--- config.mk ---
export PLATFORM = sky130hd
export DESIGN_NAME = fractal_scan_gen_flat
export DESIGN_NICKNAME = d
export VERILOG_FILES = /design/src/rtl/fractal_scan_gen_pkg.sv /design/src/rtl/fractal_scan_gen_if.sv /design/src/rtl/fractal_scan_gen_pipe_delay.sv /design/src/rtl/fractal_scan_gen.sv /design/src/flat_wrapper.sv
export SDC_FILE = /design/constraint.sdc
export NUM_CORES = 2
export LEC_CHECK = 0
export ABC_AREA = 1
export CORE_MARGIN = 3
export CORE_UTILIZATION = 65
export CTS_BUF_LIST = sky130_fd_sc_hd__clkbuf_16
export DETAILED_ROUTE_END_ITERATION = 10
export PLACE_DENSITY_LB_ADDON = 0.2
export SETUP_SLACK_MARGIN = 0.02
export SYNTH_ARGS = -nofsm -noshare
export SYNTH_HDL_FRONTEND = slang
export SYNTH_SLANG_ARGS = --single-unit
--- constraint.sdc ---
create_clock -name Clk_100M -period 4.83 [get_ports Clk_100M]
set_clock_uncertainty 0.1 [all_clocks]
set_input_delay 0.966 -clock Clk_100M [delete_from_list [all_inputs] [get_ports Clk_100M]]
set_output_delay 0.966 -clock Clk_100M [all_outputs]
set_load 0.02 [all_outputs]
--- src/rtl/fractal_scan_gen_pkg.sv ---
// Shared defaults and scan-state encoding for the Mandelbrot pixel-scan generator.
package fractal_scan_gen_pkg;

    localparam int unsigned DEF_COLS           = 640;
    localparam int unsigned DEF_ROWS           = 480;
    localparam int unsigned DEF_COORD_W        = 16;
    localparam int unsigned DEF_ADDR_W         = 19;
    localparam int unsigned DEF_ISSUE_INTERVAL = 6;
    localparam int unsigned DEF_PIPE_LATENCY   = 63;

    typedef enum logic [1:0] {
        S_IDLE  = 2'd0,
        S_RUN   = 2'd1,
        S_DRAIN = 2'd2
    } scan_state_t;

    // Counter width able to hold 0..n-1, never narrower than one bit.
    function automatic int unsigned width_of(input int unsigned n);
        return (n > 1) ? $clog2(n) : 1;
    endfunction

endpackage

--- src/rtl/fractal_scan_gen_if.sv ---
// Control, coordinate and frame-buffer write signals of the scan generator.
interface fractal_scan_gen_if import fractal_scan_gen_pkg::*; #(
    parameter int unsigned COORD_W = DEF_COORD_W,
    parameter int unsigned ADDR_W  = DEF_ADDR_W
) ();

    logic               start;
    logic               continuous;
    logic [COORD_W-1:0] startX;
    logic [COORD_W-1:0] startY;
    logic [COORD_W-1:0] stepX;
    logic [COORD_W-1:0] stepY;
    logic [COORD_W-1:0] pix_x;
    logic [COORD_W-1:0] pix_y;
    logic               pix_valid;
    logic [ADDR_W-1:0]  addr_w;
    logic               wea;
    logic               busy;
    logic               frame_done;
    logic               display;

    modport master (
        output start, continuous, startX, startY, stepX, stepY,
        input  pix_x, pix_y, pix_valid, addr_w, wea, busy, frame_done, display
    );

    modport slave (
        input  start, continuous, startX, startY, stepX, stepY,
        output pix_x, pix_y, pix_valid, addr_w, wea, busy, frame_done, display
    );

endinterface

--- src/rtl/fractal_scan_gen_pipe_delay.sv ---
// Fixed-depth shift register with synchronous active-low clear; tail_c is the
// value that will appear on q after the next edge.
module fractal_scan_gen_pipe_delay #(
    parameter int unsigned WIDTH = 1,
    parameter int unsigned DEPTH = 1
) (
    input  logic             clk,
    input  logic             clr_n,
    input  logic [WIDTH-1:0] d,
    output logic [WIDTH-1:0] q,
    output logic [WIDTH-1:0] tail_c
);

    logic [WIDTH-1:0] stage [DEPTH];

    always_ff @(posedge clk) begin
        if (!clr_n) begin
            for (int i = 0; i < int'(DEPTH); i++) stage[i] <= '0;
        end else begin
            stage[0] <= d;
            for (int i = 1; i < int'(DEPTH); i++) stage[i] <= stage[i-1];
        end
    end

    assign q = stage[DEPTH-1];

    generate
        if (DEPTH == 1) begin : g_tail_in
            assign tail_c = d;
        end else begin : g_tail_stage
            assign tail_c = stage[DEPTH-2];
        end
    endgenerate

endmodule

--- src/rtl/fractal_scan_gen.sv ---
// Row-major pixel-scan generator: issues coordinates to the divergence pipe and
// delays each pixel's frame-buffer address to line up with the pipe output.
module fractal_scan_gen import fractal_scan_gen_pkg::*; #(
    parameter int unsigned COLS           = DEF_COLS,
    parameter int unsigned ROWS           = DEF_ROWS,
    parameter int unsigned COORD_W        = DEF_COORD_W,
    parameter int unsigned ADDR_W         = DEF_ADDR_W,
    parameter int unsigned ISSUE_INTERVAL = DEF_ISSUE_INTERVAL,
    parameter int unsigned PIPE_LATENCY   = DEF_PIPE_LATENCY
) (
    input logic                Clk_100M,
    input logic                reset,
    fractal_scan_gen_if.slave  bus
);

    localparam int unsigned COL_W = width_of(COLS);
    localparam int unsigned ROW_W = width_of(ROWS);
    localparam int unsigned CNT_W = width_of(ISSUE_INTERVAL);
    localparam int unsigned PAY_W = ADDR_W + 1;

    scan_state_t state, state_next;
    logic        issue_c, load_c, last_pix_c, tail_done_c;

    logic [CNT_W-1:0]   cnt;
    logic [COL_W-1:0]   col;
    logic [ROW_W-1:0]   row;
    logic [ADDR_W-1:0]  addr, issue_addr;
    logic [COORD_W-1:0] x_acc, y_acc, start_x_q, step_x_q, step_y_q;
    logic [COORD_W-1:0] pix_x_q, pix_y_q;
    logic               cont_q, pix_valid_q, busy_q, frame_done_q, display_q;
    logic [PAY_W-1:0]   pay_q, pay_tail_c;

    assign last_pix_c  = (col == COL_W'(COLS - 1)) && (row == ROW_W'(ROWS - 1));
    // Final pixel's write one cycle before it leaves the delay line.
    assign tail_done_c = pay_tail_c[ADDR_W] &&
                         (pay_tail_c[ADDR_W-1:0] == ADDR_W'(COLS * ROWS - 1));

    always_ff @(posedge Clk_100M) begin
        if (!reset) state <= S_IDLE;
        else        state <= state_next;
    end

    always_comb begin
        state_next = state;
        issue_c    = 1'b0;
        load_c     = 1'b0;
        case (state)
            S_IDLE: begin
                if (bus.start) begin
                    load_c     = 1'b1;
                    state_next = S_RUN;
                end
            end
            S_RUN: begin
                if (cnt == '0) begin
                    issue_c = 1'b1;
                    if (last_pix_c) begin
                        if (cont_q) load_c     = 1'b1;
                        else        state_next = S_DRAIN;
                    end
                end
            end
            S_DRAIN: begin
                if (tail_done_c) state_next = S_IDLE;
            end
            default: state_next = S_IDLE;
        endcase
    end

    always_ff @(posedge Clk_100M) begin
        if (!reset) begin
            cnt          <= '0;
            col          <= '0;
            row          <= '0;
            addr         <= '0;
            issue_addr   <= '0;
            x_acc        <= '0;
            y_acc        <= '0;
            start_x_q    <= '0;
            step_x_q     <= '0;
            step_y_q     <= '0;
            cont_q       <= 1'b0;
            pix_x_q      <= '0;
            pix_y_q      <= '0;
            pix_valid_q  <= 1'b0;
            busy_q       <= 1'b0;
            frame_done_q <= 1'b0;
            display_q    <= 1'b0;
        end else begin
            pix_valid_q  <= issue_c;
            busy_q       <= (state != S_IDLE);
            frame_done_q <= tail_done_c;
            display_q    <= display_q | tail_done_c;

            if (state == S_RUN) begin
                cnt <= (cnt == CNT_W'(ISSUE_INTERVAL - 1)) ? '0 : cnt + CNT_W'(1);
            end

            if (issue_c) begin
                pix_x_q    <= x_acc;
                pix_y_q    <= y_acc;
                issue_addr <= addr;
                addr       <= addr + ADDR_W'(1);
                if (col != COL_W'(COLS - 1)) begin
                    col   <= col + COL_W'(1);
                    x_acc <= x_acc + step_x_q;
                end else begin
                    col   <= '0;
                    x_acc <= start_x_q;
                    row   <= row + ROW_W'(1);
                    y_acc <= y_acc + step_y_q;
                end
            end

            // A (re)latch overrides the scan advance; cadence only restarts from IDLE.
            if (load_c) begin
                start_x_q <= bus.startX;
                step_x_q  <= bus.stepX;
                step_y_q  <= bus.stepY;
                cont_q    <= bus.continuous;
                x_acc     <= bus.startX;
                y_acc     <= bus.startY;
                col       <= '0;
                row       <= '0;
                addr      <= '0;
                if (state == S_IDLE) cnt <= '0;
            end
        end
    end

    fractal_scan_gen_pipe_delay #(
        .WIDTH (PAY_W),
        .DEPTH (PIPE_LATENCY)
    ) u_write_delay (
        .clk    (Clk_100M),
        .clr_n  (reset),
        .d      ({pix_valid_q, issue_addr}),
        .q      (pay_q),
        .tail_c (pay_tail_c)
    );

    assign bus.pix_x      = pix_x_q;
    assign bus.pix_y      = pix_y_q;
    assign bus.pix_valid  = pix_valid_q;
    assign bus.wea        = pay_q[ADDR_W];
    assign bus.addr_w     = pay_q[ADDR_W-1:0];
    assign bus.busy       = busy_q;
    assign bus.frame_done = frame_done_q;
    assign bus.display    = display_q;

endmodule

--- src/flat_wrapper.sv ---
// flat-port wrapper written by rule: the top's interface ports become plain ports
module fractal_scan_gen_flat import fractal_scan_gen_pkg::*;
#(
    parameter int unsigned COLS           = DEF_COLS,
    parameter int unsigned ROWS           = DEF_ROWS,
    parameter int unsigned COORD_W        = DEF_COORD_W,
    parameter int unsigned ADDR_W         = DEF_ADDR_W,
    parameter int unsigned ISSUE_INTERVAL = DEF_ISSUE_INTERVAL,
    parameter int unsigned PIPE_LATENCY   = DEF_PIPE_LATENCY
)
  (Clk_100M, reset, bus_start, bus_continuous, bus_startX, bus_startY, bus_stepX, bus_stepY, bus_pix_x, bus_pix_y, bus_pix_valid, bus_addr_w, bus_wea, bus_busy, bus_frame_done, bus_display);
  fractal_scan_gen_if #(.COORD_W(COORD_W), .ADDR_W(ADDR_W)) bus_i ();
  input logic Clk_100M;
  input logic reset;
  input wire logic [$bits(bus_i.start)-1:0] bus_start;
  input wire logic [$bits(bus_i.continuous)-1:0] bus_continuous;
  input wire logic [$bits(bus_i.startX)-1:0] bus_startX;
  input wire logic [$bits(bus_i.startY)-1:0] bus_startY;
  input wire logic [$bits(bus_i.stepX)-1:0] bus_stepX;
  input wire logic [$bits(bus_i.stepY)-1:0] bus_stepY;
  output wire logic [$bits(bus_i.pix_x)-1:0] bus_pix_x;
  output wire logic [$bits(bus_i.pix_y)-1:0] bus_pix_y;
  output wire logic [$bits(bus_i.pix_valid)-1:0] bus_pix_valid;
  output wire logic [$bits(bus_i.addr_w)-1:0] bus_addr_w;
  output wire logic [$bits(bus_i.wea)-1:0] bus_wea;
  output wire logic [$bits(bus_i.busy)-1:0] bus_busy;
  output wire logic [$bits(bus_i.frame_done)-1:0] bus_frame_done;
  output wire logic [$bits(bus_i.display)-1:0] bus_display;
  assign bus_i.start = bus_start;
  assign bus_i.continuous = bus_continuous;
  assign bus_i.startX = bus_startX;
  assign bus_i.startY = bus_startY;
  assign bus_i.stepX = bus_stepX;
  assign bus_i.stepY = bus_stepY;
  assign bus_pix_x = bus_i.pix_x;
  assign bus_pix_y = bus_i.pix_y;
  assign bus_pix_valid = bus_i.pix_valid;
  assign bus_addr_w = bus_i.addr_w;
  assign bus_wea = bus_i.wea;
  assign bus_busy = bus_i.busy;
  assign bus_frame_done = bus_i.frame_done;
  assign bus_display = bus_i.display;
  fractal_scan_gen #(.COLS(COLS), .ROWS(ROWS), .COORD_W(COORD_W), .ADDR_W(ADDR_W), .ISSUE_INTERVAL(ISSUE_INTERVAL), .PIPE_LATENCY(PIPE_LATENCY)) u_core (.Clk_100M(Clk_100M), .reset(reset), .bus(bus_i));
endmodule
# --- Yosys cells after proc, flatten, opt, wreduce, memory -nomap -nowiden ---
# Memories as Yosys holds them, arrays and structs flattened.
# Index checks and enable logic that the tools add are counted.
word_totals:
  ff_bits: 179
  ram_bits: 1260
  input_bits: 68
  mem_count: 1
memory_table:
  columns: ["memory", "depth", "width", "rd", "rd_clocked_by_memory_dff", "write_ports", "line", "source"]
  rows:
  - ["u_core.u_write_delay.stage", 63, 20, 63, 0, 63, "fractal_scan_gen_pipe_delay.sv:14", "logic [WIDTH-1:0] stage [DEPTH];"]
classes:
  reduce_logical: 10
  n_eq_ne: 13
  add_sub_neg: 6
  bitwise: 66
  mux: 89
op_table:
  columns: ["op", "n"]
  rows:
  - ["2-to-1 mux 20 bit", 63]
  - ["2-to-1 mux 16 bit", 6]
  - ["bitwise OR 1 bit", 64]
  - ["adder 16 bit", 2]
  - ["adder 19 x 1 -> 19 bit, second input constant", 1]
  - ["== test 19 bit, second input constant", 1]
  - ["2-to-1 mux 3 bit", 4]
  - ["adder 10 x 1 -> 10 bit, second input constant", 1]
  - ["== test 10 bit, second input constant", 1]
  - ["2-to-1 mux 10 bit", 1]
  - ["2-to-1 mux 2 bit", 5]
  - ["!= test 10 bit, second input constant", 1]
  - ["adder 9 x 1 -> 9 bit, second input constant", 1]
  - ["== test 9 bit, second input constant", 1]
  - ["2-to-1 mux 1 bit", 8]
  - ["!= test 2 x 1 -> 1 bit, second input constant", 4]
  - ["one-hot mux 2 bit (3 select lines)", 1]
  - ["AND reduction 5 bit", 1]
  - ["!= test 2 bit, second input constant", 2]
  - ["AND reduction 2 bit", 2]
  - ["nonzero test 2 bit", 2]
  - ["adder 3 x 1 -> 3 bit, second input constant", 1]
  - ["== test 3 bit, second input constant", 1]
  - ["logical NOT 3 bit", 1]
  - ["other kinds (7)", 9]

# --- Logic depth before layout (Yosys ltp) ---
depth:
  depth_word: 7
  mapped_depth: 13
  ltp_nobuf: 13

# --- Cells and area by module ---
# Synthesis repeated with hierarchy kept, for this count alone.
hier_totals:
  hier_cells: 5289
  area_unflattened_um2: 44765.4
by_module_without_submodules:
  columns: ["module", "n_inst", "area_per_inst_um2", "seq_area_each_um2", "cells_per_inst"]
  rows:
  - ["fractal_scan_gen_pipe_delay", 1, 35640.4, 25224.2, 3940]
  - ["fractal_scan_gen", 1, 9125.0, 3583.4, 1349]

# --- Worst setup path after synthesis ---
# No wires, ideal clock.
synth_path:
  kind: "input to register"
  start: "input port reset"
  end: "memory u_core.u_write_delay.stage[0][100] in the netlist's numbering"
  setup_ps: 57
  stages: 6
  required_time_ps: 4673
  slack_ps: 2543
  arrival_time_ps: 2130
  n_path_buf: 4
  cell_sequence: "clkbuf_1 clkbuf_1 clkbuf_1 clkbuf_1 nand2_1 inv_1"
synth_lines:
  columns: ["item", "line", "source"]
  rows:
  - ["start: declaration", "flat_wrapper.sv:14", "input logic reset;"]
  - ["end: declaration", "fractal_scan_gen_pipe_delay.sv:14", null]

# --- Worst setup path after layout ---
layout_path:
  start: "register u_core.cnt[1]"
  end: "register u_core.x_acc[4]"
layout_between:
  elab_chain_len: 4
layout_lines:
  columns: ["item", "line", "source"]
  rows:
  - ["start: declaration", "fractal_scan_gen.sv:24", "logic [CNT_W-1:0] cnt;"]
  - ["start signal: assignment", "fractal_scan_gen.sv:96", "cnt <= (cnt == CNT_W'(ISSUE_INTERVAL - 1)) ? '0 : cnt + CNT_W'(1);"]
  - ["logical NOT 3 bit *", "fractal_scan_gen.sv:55", "if (cnt == '0) begin"]
  - ["2-to-1 mux 1 bit", "fractal_scan_gen.sv:55", null]
  - ["one-hot mux 1 bit (2 select lines) / 2-to-1 mux 1 bit (equally long branches)", "fractal_scan_gen.sv:47", "case (state)"]
  - ["2-to-1 mux 16 bit / nonzero test 2 bit (equally long branches)", null, null]
  - ["end signal: assignment", "fractal_scan_gen.sv:106", "x_acc <= x_acc + step_x_q;"]
  - ["end signal: assignment", "fractal_scan_gen.sv:109", "x_acc <= start_x_q;"]
  - ["end signal: assignment", "fractal_scan_gen.sv:121", "x_acc <= bus.startX;"]
  - ["end: declaration", "fractal_scan_gen.sv:28", "logic [COORD_W-1:0] x_acc, y_acc, start_x_q, step_x_q, step_y_q;"]
# Every way passes the cells marked *; elsewhere a longest branch is shown, timed or not.
# A chain may end at the register's enable or synchronous reset.

==> impl_metrics.yaml <==
outcome:
  status: "complete, no violations"
floorplan:
  rows: 94
  start_util: 0.664
  die_h_um: 267
  dieWidth_um: 267
  boundaryPins: 124
  dieArea_um2: 71200
  fp.coreArea_um2: 66600
routing:
  dr.pass1.iters: 5
  drt_iter0_markers: 1493
  viasPerCell: 4.40
  vias: 27500
  routed_wl_um: 64900
  post-route-drc-count: 0
  ant_nets: 0
  route.detailed.wl_per_inst_um: 10.4
setup_path:
  arrival_ps: 3480
  critPathCaptureType: "flop"
  crit_path_max_fanout: 64
  crit_type: "flop to flop"
  startpoint_type: "flop"
  critical_path_required_ps: 5360
clock_tree:
  path_clk_slew_ps: 60
  cts_setup_buffers: 0
  ctsHtreeMaxLevel: 4
  clk-insertion-delay-late_ps: 690
  tritoncts: "built"
  clk_path_buf_depth: 3
  cts_resized: 0
  hold_buffers: 0
  cts_root_buf: "clkbuf_16"
  cts-buffers-inserted: 134
  cts_sinks: 1439
synthesis:
  synth_top_area_cell: "dfxtp_1"
  ys.flop_type: "dfxtp_1"
  synth_area_leaders: "dfxtp_1, nand2_1, inv_1, a21oi_1, clkbuf_1"
  ys_ff_latch: 1439
  syn_area_um2: 44200
  yosys.area.top_type_share: 0.651
  synth_nets: 5321
  synth-edff-count: 0
  synth.distinct_cells: 44
  synth.most_common_cell: "nand2_1"
  synthCells: 5218
  avgSynthCellArea_um2: 8.47
  seq_area_frac_synth: 0.651
  yosys_warnings: 0
  synthTopCellsByCount: "nand2_1, dfxtp_1, inv_1"
  synthArstFlopShare: 0
power:
  power_leakage_nw: 30.1
  p_per_area_nw_per_um2: 451
  vdd_drop_max_mv: 0.291
  power_mw: 22.6
cells_and_area:
  fill_cells: 4763
  nets: 5393
  n_antenna_cell: 0
  drive_gt1_frac: 0.0421
  area_growth_pct: 13.0
hold_path:
  hold_path.class: "flop to flop"
global_route:
  grt_max_degree: 206
  overflow: 0
  grt_pass1_vias: 26000
  antenna_found_initial: 1
  grt_pass1_wl_um: 113000
  track_usage: 0.189
sta:
  finalMaxSlewViolations: 0
  final.setup.tns_ps: 0
  setup_viol: 0
  min_period_over_period: 0.610
  slew_headroom: 0.470
  layout_setup_ws_ps: 1880
  hold_viol_final: 0
  period_minus_slack_ps: 2950
  worstMarginPinSlew_ps: 796
  max_freq_mhz: 339
  rsz0062_at_grt: "no"
job:
  max_cap_violations: 0
placed_design:
  dpl_worst_slack_ps: 1550
  dp_hpwl_um: 37700
  port-buffer-count: 123
  gp_congestion: 0.876
## cell families (layout without fill, tap and decap cells)
kind of cell,count (synthesis),count (layout),share of synthesized area
AOI/OAI and AO/OA,235,235,0.0282
xor gates and xnor gates,29,29,0.00574
adders and majority gates,35,35,0.0102
buffers and inverters,1604,1775,0.139
DFF,1439,1439,0.651
and+or+nand+nor,1876,1876,0.165
## stage by stage
stage          utilization  hold WS (ps)  instances  instance area, um^2
2_1_floorplan            -           290       5218                44200
4_1_cts              0.751           297       6253                50000
3_3_place_gp         0.689           291       6018                45900
3_5_place_dp         0.689           295       6018                45900
5_1_grt              0.751           308       6253                50000
6_report             0.751           293       6253                50000
## state kept, by name, indices dropped and copies added (netlist names), 3 cells and up
| register | cells |
|---|---|
| u_core.cnt | 3 |
| u_core.row | 9 |
| u_core.bus.pix_y | 16 |
| u_core.u_write_delay.stage | 1260 |
| u_core.bus.pix_x | 16 |
| u_core.y_acc | 16 |
| u_core.x_acc | 16 |
| u_core.addr | 19 |
| u_core.start_x_q | 16 |
| u_core.step_y_q | 16 |
| u_core.issue_addr | 19 |
| u_core.col | 10 |
| u_core.step_x_q | 16 |
## power by group
part | internal [mW] | switching (mW)
clock | 5.53 | 4.15
combinational | 0.285 | 0.538
sequential | 12.0 | 0.0696
total | 17.8 | 4.75
## layer usage
metal / vias up / global-route usage / routed length [um]
li1: 14800 / - / -
met5: - / 0 / 0
met2: 354 / 0.329 / 30900
met3: 108 / 0.0437 / 2550
met4: 0 / 0.0646 / 1370
met1: 12200 / 0.231 / 30000
## cell type report
| class | count | area [um^2] | area share |
|---|---|---|---|
| clock buffer | 139 | 3480 | 0.0696 |
| timing repair buffer | 143 | 1460 | 0.0292 |
| multi-input combinational | 2175 | 9280 | 0.186 |
| tap | 864 | 1080 | 0.0216 |
| clock inverter | 96 | 631 | 0.0126 |
| inverter | 1397 | 5240 | 0.105 |
| sequential | 1439 | 28800 | 0.576 |
## worst max-delay path, stage by stage, from the launching register on
cell     delay, ps
dfxtp_1        310
nor2_1         150
nand2_1        140
nor2_4         590
nand2_2        170
nor2_4         250
nand2_4        100
nand2_2         80
buf_4          560
nand2_1        160
o21ai_0        110
nor2_1          70
nor2_1          80
## cells in the final DEF (no fill, tap or decap), types with 3 or more instances in the layout
cell / count
a211oi_1: 3
a21oi_1: 131
a22oi_1: 12
buf_12: 6
buf_4: 14
bufinv_16: 6
clkbuf_16: 139
clkdlybuf4s50_1: 122
clkinv_1: 23
clkinv_2: 23
clkinv_8: 4
dfxtp_1: 1439
ha_1: 33
inv_1: 1423
inv_2: 7
inv_6: 5
nand2_1: 1581
nand2_2: 6
nand3_1: 72
nand3b_1: 4
nand4_1: 16
nor2_1: 156
nor3_1: 19
nor3b_1: 4
o211ai_1: 3
o21ai_0: 66
o21ai_1: 6
o22ai_1: 6
or2_2: 5
xnor2_1: 7
xor2_1: 22
## path summary, 6_finish.rpt
| check | startpoint | to | slack, ps | depth (start not counted) |
|---|---|---|---|---|
| worst max-delay path | u_core.cnt[1]$_SDFF_PN0_ | u_core.x_acc[4]$_SDFFE_PN0P_ | 1880 | 12 |
| worst min-delay path | u_core.u_write_delay.stage[1][22]$_SDFF_PN0_ | u_core.u_write_delay.stage[1][42]$_SDFF_PN0_ | 290 | 2 |
| worst max register to register | u_core.cnt[1]$_SDFF_PN0_ | u_core.x_acc[4]$_SDFFE_PN0P_ | 1880 | 12 |
| worst min register to register | u_core.u_write_delay.stage[1][22]$_SDFF_PN0_ | u_core.u_write_delay.stage[1][42]$_SDFF_PN0_ | 290 | 2 |
Power figures use the tool's default switching activity.
